### src/rtl/two_bit_comparator_if.sv
// Operand/result bundle between a mesh node and its 2-bit label comparator.
// The node side drives the operands and enable; the comparator side returns the flags.
interface two_bit_comparator_if;
  logic [1:0] a;
  logic [1:0] b;
  logic       en;
  logic       y;
  logic       eq_q;
  logic       gt_q;
  logic       lt_q;
  logic [2:0] match_cnt;

  modport master (
    output a, b, en,
    input  y, eq_q, gt_q, lt_q, match_cnt
  );

  modport slave (
    input  a, b, en,
    output y, eq_q, gt_q, lt_q, match_cnt
  );
endinterface

### src/rtl/two_bit_comparator.sv
// Unsigned 2-bit label comparator: combinational equality for the neighbour-match path,
// plus registered eq/gt/lt flags and a saturating match counter for status.
module two_bit_comparator (
  input logic                 clk,
  input logic                 rst,
  two_bit_comparator_if.slave bus
);

  logic       eq;
  logic       gt;
  logic       lt;
  logic       eq_q, eq_d;
  logic       gt_q, gt_d;
  logic       lt_q, lt_d;
  logic [2:0] match_cnt_q, match_cnt_d;

  // Magnitude decided MSB first; lt is the mirror image of gt.
  always_comb begin
    eq = (bus.a[1] ~^ bus.b[1]) & (bus.a[0] ~^ bus.b[0]);
    gt = (bus.a[1] & ~bus.b[1]) | ((bus.a[1] ~^ bus.b[1]) & bus.a[0] & ~bus.b[0]);
    lt = (~bus.a[1] & bus.b[1]) | ((bus.a[1] ~^ bus.b[1]) & ~bus.a[0] & bus.b[0]);
  end

  always_comb begin
    eq_d        = eq_q;
    gt_d        = gt_q;
    lt_d        = lt_q;
    match_cnt_d = match_cnt_q;
    if (!rst) begin
      eq_d        = 1'b0;
      gt_d        = 1'b0;
      lt_d        = 1'b0;
      match_cnt_d = 3'd0;
    end else if (bus.en) begin
      eq_d = eq;
      gt_d = gt;
      lt_d = lt;
      if (eq && (match_cnt_q != 3'd7)) begin
        match_cnt_d = match_cnt_q + 3'd1;
      end
    end
  end

  always_ff @(posedge clk) begin
    eq_q        <= eq_d;
    gt_q        <= gt_d;
    lt_q        <= lt_d;
    match_cnt_q <= match_cnt_d;
  end

  assign bus.y         = eq;
  assign bus.eq_q      = eq_q;
  assign bus.gt_q      = gt_q;
  assign bus.lt_q      = lt_q;
  assign bus.match_cnt = match_cnt_q;

endmodule

### src/flat_wrapper.sv
// flat-port wrapper written by rule: the top's interface ports become plain ports
module two_bit_comparator_flat 
  (clk, rst, bus_a, bus_b, bus_en, bus_y, bus_eq_q, bus_gt_q, bus_lt_q, bus_match_cnt);
  two_bit_comparator_if bus_i ();
  input logic clk;
  input logic rst;
  input wire logic [$bits(bus_i.a)-1:0] bus_a;
  input wire logic [$bits(bus_i.b)-1:0] bus_b;
  input wire logic [$bits(bus_i.en)-1:0] bus_en;
  output wire logic [$bits(bus_i.y)-1:0] bus_y;
  output wire logic [$bits(bus_i.eq_q)-1:0] bus_eq_q;
  output wire logic [$bits(bus_i.gt_q)-1:0] bus_gt_q;
  output wire logic [$bits(bus_i.lt_q)-1:0] bus_lt_q;
  output wire logic [$bits(bus_i.match_cnt)-1:0] bus_match_cnt;
  assign bus_i.a = bus_a;
  assign bus_i.b = bus_b;
  assign bus_i.en = bus_en;
  assign bus_y = bus_i.y;
  assign bus_eq_q = bus_i.eq_q;
  assign bus_gt_q = bus_i.gt_q;
  assign bus_lt_q = bus_i.lt_q;
  assign bus_match_cnt = bus_i.match_cnt;
  two_bit_comparator u_core (.clk(clk), .rst(rst), .bus(bus_i));
endmodule
### config.mk
export PLATFORM = sky130hd
export DESIGN_NAME = two_bit_comparator_flat
export DESIGN_NICKNAME = d
export VERILOG_FILES = /design/src/rtl/two_bit_comparator_if.sv /design/src/rtl/two_bit_comparator.sv /design/src/flat_wrapper.sv
export SDC_FILE = /design/constraint.sdc
export NUM_CORES = 1
export LEC_CHECK = 0
export CAP_MARGIN = 20
export CELL_PAD_IN_SITES_DETAIL_PLACEMENT = 0
export CELL_PAD_IN_SITES_GLOBAL_PLACEMENT = 1
export CORE_AREA = 2 2 39 41
export DETAILED_ROUTE_END_ITERATION = 7
export DIE_AREA = 0 0 41 43
export DONT_BUFFER_PORTS = 1
export HOLD_SLACK_MARGIN = 0.05
export PLACE_DENSITY = 0.46
export SYNTH_ARGS = -nofsm -noshare
export SYNTH_HDL_FRONTEND = slang
export SYNTH_SLANG_ARGS = --single-unit
export TNS_END_PERCENT = 100
### constraint.sdc
create_clock -name clk -period 3.25 [get_ports clk]
set_clock_uncertainty 0.1 [all_clocks]
set_input_delay 0.4875 -clock clk [delete_from_list [all_inputs] [get_ports clk]]
set_output_delay 0.4875 -clock clk [all_outputs]
set_load 0.1 [all_outputs]
## After elaboration in Yosys (flattened, before gate mapping)

Cells that the tools add are included.

| word-level totals | value |
|---|---|
| register bits | 6 |
| input bits | 7 |
| output and inout port bits | 7 |
| logic and storage cells | 23 |

| cells by class | value |
|---|---|
| add/sub/neg operators | 1 |
| equal/unequal tests | 1 |
| bitwise logic cells | 15 |
| reduce and logical (&&, ||, !) cells | 2 |

Operator list:

| operator | number |
|---|---|
| bitwise AND 1 bit | 7 |
| inverter 1 bit | 4 |
| adder 3 x 1 -> 3 bit, second input constant | 1 |
| != test 3 bit, second input constant | 1 |
| bitwise OR 1 bit | 2 |
| AND reduction 2 bit | 1 |
| XNOR 1 bit | 2 |
| logical AND 1 bit | 1 |

## Logic depth before layout (Yosys ltp)

Gate-level depths: netlist (run 1).

| logic depth | value |
|---|---|
| depth in word-level cells | 4 |
| gate-level depth with buffers | 6 |
| depth with buffers taken out | 5 |

## Least setup slack after synthesis (run 1)

No wires, ideal clock.

| path | value |
|---|---|
| path type | input port to output port |
| start | input bus_b[1] |
| end | output bus_y |
| data arrival time | 1.610 ns |
| data required time | 2.662 ns |
| setup slack | 1.053 ns |
| stages on the path | 3 |
| buffers on the path | 0 |
| cells stage by stage | inv_1 ha_1 and3_1 |

| between the ends | value |
|---|---|
| longest elaborated chain between the ends | 2 |

Ends and longest elaborated chain:

| item | line | source |
|---|---|---|
| from (decl) | flat_wrapper.sv:8 | `input wire logic [$bits(bus_i.b)-1:0] bus_b;` |
| XNOR 1 bit | two_bit_comparator.sv:19 | `eq = (bus.a[1] ~^ bus.b[1]) & (bus.a[0] ~^ bus.b[0]);` |
| bitwise AND 1 bit | two_bit_comparator.sv:19 |  |
| to (decl) | flat_wrapper.sv:10 | `output wire logic [$bits(bus_i.y)-1:0] bus_y;` |

Every way passes these cells.

## Worst setup path after layout (run 1)

Ends and elaborated chain as after synthesis.

==> metrics.md, run 1 <==
| Metric | Value |
|---|---|
| CTS H-tree depth | 1 |
| Unrepaired setup endpoints after global routing | no |
| WP data arrival | about 1.3 ns |
| PwrDens | around 510 nW/um2 |
| # clock sinks | 6 |
| Footprint of the multi-input gates | between 150 and 200 um2 |
| Number of buffers inserted by port buffering | 0 |
| Fin crit share | 58.7% |
| Synthesized instance count | 38 |
| Post-DR vias/cell | ~4.6 |
| Placed cells | 56 |
| Total gr overflow | 0 |
| Final Hold Fails | 0 |
| Die Height | 43 um |
| Layout area overhead | 16.9% |
| Min Tclk post-route | approximately 1.9 ns |
| Total GRT Usage | between 10% and 20% |
| Hold slack | between 0.2 and 0.25 ns |
| DRC | 0 |
| Largest net degree at the start of global routing | 11 |
| Setup WS post-layout | about 1.3 ns |
| CP Max Fanout | 4 |
| Synthesis Warnings | 0 |
| Post-synth top flop | dfxtp_1 |
| Clk_lat worst skew | between 0.2 and 0.25 ns |
| Clock transition at path regs | ~0.050 ns |
| Max cap viols | 0 |
| Initial core utilization | 24.6% |
| Nets@finish | 56 |
| First-pass GRT wire length | roughly 1200 um |
| FF/Latch Area | approximately 120 um2 |
| Register bit total from synthesis | 6 |
| CP required | 2.66 ns |
| Max-slew violations | 0 |
| Routed WL per cell | between 10 and 15 um |
| Fmax | between 500 and 600 MHz |
| Syn Nets | 49 |
| Cell area after layout | 398 um2 |
| Clock Tree Buf Depth | 2 |
| Row count | 14 |
| Fraction of registers with async set/reset | 0% |
| Clock power share | between 30% and 40% |
| DRT iter0 DRCs | 0 |
| ANT nets after route | 0 |
| CTS root buf | clkbuf_4 |
| VDD IR-drop max | roughly 180 uV |
| CP startpoint | bus_b[1] |
| Critical Path Source Type | input port |
| EDFF count, synth | 0 |
| Post-synth top area cell | dfxtp_1 |
| Router iterations before antenna repair | 1 |
| Die area | ~1800 um2 |
| Count leader, synth | dfxtp_1 |
| Logic pwr share | between 10% and 20% |
| Vias | between 200 and 300 |
| Setup Viol. Count Final | 0 |
| Vias in the first global route | 302 |
| Layout Cells excl Fill | 59 |
| CP Capture Type | primary output |
| Worst-case reg-to-reg path depth | 6 |
| Internal cell power | roughly 0.13 mW |
| Die width | around 40 um |
| R2R Path End | u_core.bus.match_cnt[0]$_SDFFE_PN0P_ |
| # IOs | 14 |
| Reg2reg start | u_core.bus.match_cnt[1]$_SDFFE_PN0P_ |
| Synth unique cells | 16 |
| Initial antenna violation count | 0 |
| GPL Wtd Cong | about 0.67 |
| DP Area | between 300 and 400 um2 |
| Share of the synthesized area in the top cell type | between 30% and 40% |
| Filler Cells Inserted | 150 |
| Synth top cells by count | dfxtp_1 (6), nand2_1 (5), ha_1 (4), inv_1 (4) |
| Detailed Place HPWL | 606 um |
| Setup repair bufs after CTS | 0 |
| Largest cells by area after synthesis | dfxtp_1 (35%), ha_1 (15%), mux2i_1 (8.8%), nand2_1 (5.5%), nand2b_1 (5.5%) |
| Outcome | finished clean |
| Leakage | just under 0.2 nW |
| CTS buffer count | 3 |
| Seq/Total Area, Yosys | 35.3% |
| Setup TNS | 0 ns |
| Worst Setup Path Type | input port to primary output |
| Rel. slew slack | between 30% and 40% |
| CTS tree | yes |
| Hold crit path type | input port to register |
| Cts repair resizes | 0 |
| Switching Fraction | 36.2% |
| Worst R2R Setup Slack | roughly 1.6 ns |
| Syn Area/Cell | roughly 9 um2 |
| Share of layout cells above drive strength 1 | 18.6% |
| Crit path capture | bus_y |
| Final Routed Wirelength | 755 um |
| Core area | 1380 um2 |
| Psw | between 0.07 and 0.08 mW |
| Pin slew with the least headroom to its limit | ~0.97 ns |
| Diodes inserted | 0 |
| Sequential Power Share | approximately 48% |
| Synth Cell Area | approximately 340 um2 |
| DP Worst Slack | approximately 1.4 ns |
| Number of hold buffers added after cts | 0 |
power groups by stage:
stage	sequential (mW)	combinational [mW]	clock, mW
global route	0.0978	0.0419	0.0787
floorplan	0.108	0.0253	0
CTS	0.0975	0.0391	0.0750
global placement	0.0988	0.0378	0
finish	0.0975	0.0387	0.0686
detailed placement	0.0988	0.0390	0
stage by stage:
| stage | util (%) | power (mW) |
|---|---|---|
| floorplan | - | 0.133 |
| global placement | 27.1 | 0.137 |
| finish | 28.8 | 0.205 |
| detailed placement | 27.1 | 0.138 |
| CTS | 28.8 | 0.212 |
| global route | 28.8 | 0.218 |
worst min-delay path by stage:
stage                 from                            to  cells past startpoint
global route        bus_en  u_core.bus.gt_q$_SDFFE_PN0P_                      1
finish              bus_en  u_core.bus.gt_q$_SDFFE_PN0P_                      1
detailed placement  bus_en  u_core.bus.gt_q$_SDFFE_PN0P_                      1
global placement    bus_en  u_core.bus.lt_q$_SDFFE_PN0P_                      1
CTS                 bus_en  u_core.bus.gt_q$_SDFFE_PN0P_                      1
floorplan           bus_en  u_core.bus.gt_q$_SDFFE_PN0P_                      1
layer usage:
layer | routed length (um) | track usage (%) | vias to the layer above
li1 | - | - | 139
met1 | 285 | 11.3 | 127
met2 | 413 | 17.5 | 7
met3 | 55 | 3.66 | 0
met4 | 0 | 9.33 | 0
met5 | 0 | 0 | -
critical path, cell delays in order:
cell,delay (ns)
inv_1,0.02
ha_1,0.31
and3_1,0.20
buf_4,0.30
cells in the final DEF, fill, tap and decap left out:
cell type  Yosys  routed
dfxtp_1        6       6
a31oi_1        2       2
nor2b_1        1       1
buf_4          0       4
clkbuf_4       0       3
a21oi_1        2       2
nand2b_1       3       3
inv_1          4       4
ha_1           4       4
nand2_1        5       5
and4_1         1       1
and3_1         1       1
mux2i_1        3       3
and3b_2        1       1
a31o_1         1       1
o21ai_0        2       2
final cells by class:
type	count	area share, %
Clock buffer	3	5.66
Inverter	4	3.77
Multi-Input combinational cell	26	47.8
Sequential cell	6	30.2
Tap cell	16	5.03
Timing Repair Buffer	4	7.55
state kept, by name, summed over array words and instances (netlist names):
name / count
u_core.bus.match_cnt: 3
u_core.bus.eq_q: 1
u_core.bus.gt_q: 1
u_core.bus.lt_q: 1
logic make-up after synthesis:
family	share of synthesized area [%]
flip-flops	35.3
AO/OA/AOI/OAI	12.1
buffers and inverters	8.82
multiplexers	8.82
AND/OR/NAND/NOR	20.2
adder cells (fa/ha/maj)	14.7
Power figures use the tool's default switching activity.
==> run 2, diff against run 1 <==
--- a/config.mk
+++ b/config.mk
@@ -13,7 +13,7 @@
 export DIE_AREA = 0 0 41 43
 export DONT_BUFFER_PORTS = 1
 export HOLD_SLACK_MARGIN = 0.05
-export PLACE_DENSITY = 0.46
+export PLACE_DENSITY = 0.48
 export SYNTH_ARGS = -nofsm -noshare
 export SYNTH_HDL_FRONTEND = slang
 export SYNTH_SLANG_ARGS = --single-unit
==> constraint.sdc (replaced) <==
create_clock -name clk -period 1.6 [get_ports clk]
set_clock_uncertainty 0.1 [all_clocks]
set_input_delay 0.24 -clock clk [delete_from_list [all_inputs] [get_ports clk]]
set_output_delay 0.24 -clock clk [all_outputs]
set_load 0.1 [all_outputs]
==> metrics.md, run 2 (synthesized netlist as in run 1, its figures left out) <==
| Metric | Value |
|---|---|
| Outcome | finished clean |
| ANT nets after route | 0 (unchanged) |
| Footprint of the multi-input gates | 191 um2 (+0.66%) |
| Final Routed Wirelength | 734 um (-2.8%) |
| Core area | 1380 um2 (unchanged) |
| CTS H-tree depth | 1 (unchanged) |
| Vias in the first global route | 293 (-3.0%) |
| Worst R2R Setup Slack | 0.13 ns (-1.43 ns) |
| Final Hold Fails | 0 (unchanged) |
| Number of buffers inserted by port buffering | 0 (unchanged) |
| Total gr overflow | 0 (unchanged) |
| Rel. slew slack | 65.3% (+30 points) |
| Critical Path Source Type | register |
| VDD IR-drop max | 309 uV (+72%) |
| Hold crit path type | input port to register |
| Largest net degree at the start of global routing | 8 (-3) |
| # IOs | 14 (unchanged) |
| Max-slew violations | 0 (unchanged) |
| Initial antenna violation count | 0 (unchanged) |
| Clock Tree Buf Depth | 2 (unchanged) |
| DRC | 0 (unchanged) |
| # clock sinks | 6 (unchanged) |
| WP data arrival | 1.54 ns (+0.22 ns) |
| Most frequent cells in the layout | buf_4 (6), nand2_1 (5), inv_1 (4), ha_1 (4), dlygate4sd3_1 (4) |
| Core Util, Final | 33.7% (+5.0 points) |
| Setup Viol. Count Final | 0 (unchanged) |
| DRT iter0 DRCs | 1 (+1) |
| Vias | 299 (+9.5%) |
| GPL Wtd Cong | 0.602 (-10%) |
| Commonest non-fill, non-tap cell in the layout | buf_4 |
| Fmax | approximately 680 MHz |
| Clock transition at path regs | 0.05 ns (about the same) |
| Unrepaired setup endpoints after global routing | no |
| Max stage delay cell, worst path | dfxtp_4 |
| Reg2reg start | u_core.bus.match_cnt[0]$_SDFFE_PN0P_ |
| Total GRT Usage | 10.7% (-0.58 points) |
| CTS buffer count | 3 (unchanged) |
| Pin slew with the least headroom to its limit | 0.520 ns (-0.452 ns) |
| Worst Setup Path Type | register to register |
| Die area | 1760 um2 (unchanged) |
| Cts repair resizes | 0 (unchanged) |
| Layout Cells excl Fill | 66 (+12%) |
| Router iterations before antenna repair | 2 (+1) |
| PwrDens | 942 nW/um2 (+83%) |
| Power, Total | 0.439 mW (+110%) |
| First-pass GRT wire length | 1260 um (+2.2%) |
| Die width | 41 um (unchanged) |
| Crit path capture | u_core.bus.match_cnt[0]$_SDFFE_PN0P_ |
| Max reg flops | 3 (unchanged) |
| Routed WL per cell | 11.1 um (-13%) |
| Initial core utilization | 24.6% (unchanged) |
| Detailed Place HPWL | 563 um (-7.1%) |
| CTS root buf | clkbuf_4 |
| Share of layout cells above drive strength 1 | 28.0% (+9.4 points) |
| Hold slack | 0.117 ns (-0.116 ns) |
| CP startpoint | u_core.bus.match_cnt[0]$_SDFFE_PN0P_ |
| Min Tclk post-route | ~1.5 ns |
| CP Max Fanout | 3 (-1) |
| CP Capture Type | register |
| R2R Path End | u_core.bus.match_cnt[0]$_SDFFE_PN0P_ |
| Diodes inserted | 0 (unchanged) |
| Filler Cells Inserted | 142 (-5.3%) |
| Die Height | 43 um (unchanged) |
| Cell Chain, Critical Path | ha_1 -> ha_1 -> nor2b_1 -> and4_1 -> mux2i_1 |
| Setup TNS | 0 ns (unchanged) |
| Placed cells | 58 (+3.6%) |
| Layout area overhead | 37.1% |
| Fin crit share | roughly nine tenths |
| Row count | 14 (unchanged) |
| FF/Latch Area | 129 um2 (+7.3%) |
| Max cap viols | 0 (unchanged) |
| Nets@finish | 62 (+11%) |
| Critical path's largest stage delay | 0.33 ns (+0.02 ns) |
| Most frequent CP cell | ha_1 |
| Clk_lat worst skew | 0.24 ns (about the same) |
| Post-DR vias/cell | 4.53 (-2.1%) |
| Leakage | 0.224 nW (+17%) |
| Worst-case reg-to-reg path depth | 5 (-1) |
| CTS tree | yes |
| CP required | 1.67 ns (-0.99 ns) |
==> run 2: layout make-up <==
type,count,area share [%]
clock buffer,4,5.63
inverter,4,3.22
tap,16,4.29
sequential,6,27.6
multi-input combinational,26,41.0
timing repair buffer,10,18.2
==> run 2: worst min-delay path by stage <==
stage,from,endpoint,slack [ns],cells after the start
finish,bus_en,u_core.bus.gt_q$_SDFFE_PN0P_,0.12,2
global route,bus_en,u_core.bus.gt_q$_SDFFE_PN0P_,0.14,2
CTS,rst,u_core.bus.match_cnt[0]$_SDFFE_PN0P_,0.05,2
detailed placement,bus_en,u_core.bus.gt_q$_SDFFE_PN0P_,0.24,1
global placement,bus_en,u_core.bus.lt_q$_SDFFE_PN0P_,0.24,1
floorplan,bus_en,u_core.bus.gt_q$_SDFFE_PN0P_,0.23,1
==> run 2: critical path, delay by kind of cell (launching register included) <==
kind          cells  cell delay [ns]
fa+ha+maj         2             0.37
flops             1             0.33
mux               1             0.19
simple gates      2             0.39
==> run 2: power by group <==
| group | internal [mW] | switching (mW) | total (mW) |
|---|---|---|---|
| combinational | 0.0334 | 0.0966 | 0.130 |
| clock | 0.0945 | 0.0549 | 0.149 |
| sequential | 0.156 | 0.00402 | 0.160 |
| total | 0.284 | 0.156 | 0.439 |
==> run 2: timing repair <==
| action | CTS | global route |
|---|---|---|
| endpoints found under the setup margin | 0 | 0 |
| setup buffers | 0 | 0 |
| hold buffers | 3 | 1 |
| endpoints found under the hold margin | 6 | 1 |
==> run 2: metal layers <==
metal | share of wire [%] | routed length, um | track usage (%)
met2 | 53 | 388 | 15.9
met5 | 0 | 0 | 0
met4 | 0 | 0 | 6.00
met3 | 6.7 | 49 | 3.66
met1 | 40 | 296 | 12.7
==> run 2: metrics by stage <==
stage	setup slack [ns]	instance area, um2
after global placement	0.119	400
after floorplan	0.0489	350
after global routing	0.00545	467
final	0.129	467
after detailed placement	0.107	400
after CTS	0.0995	457
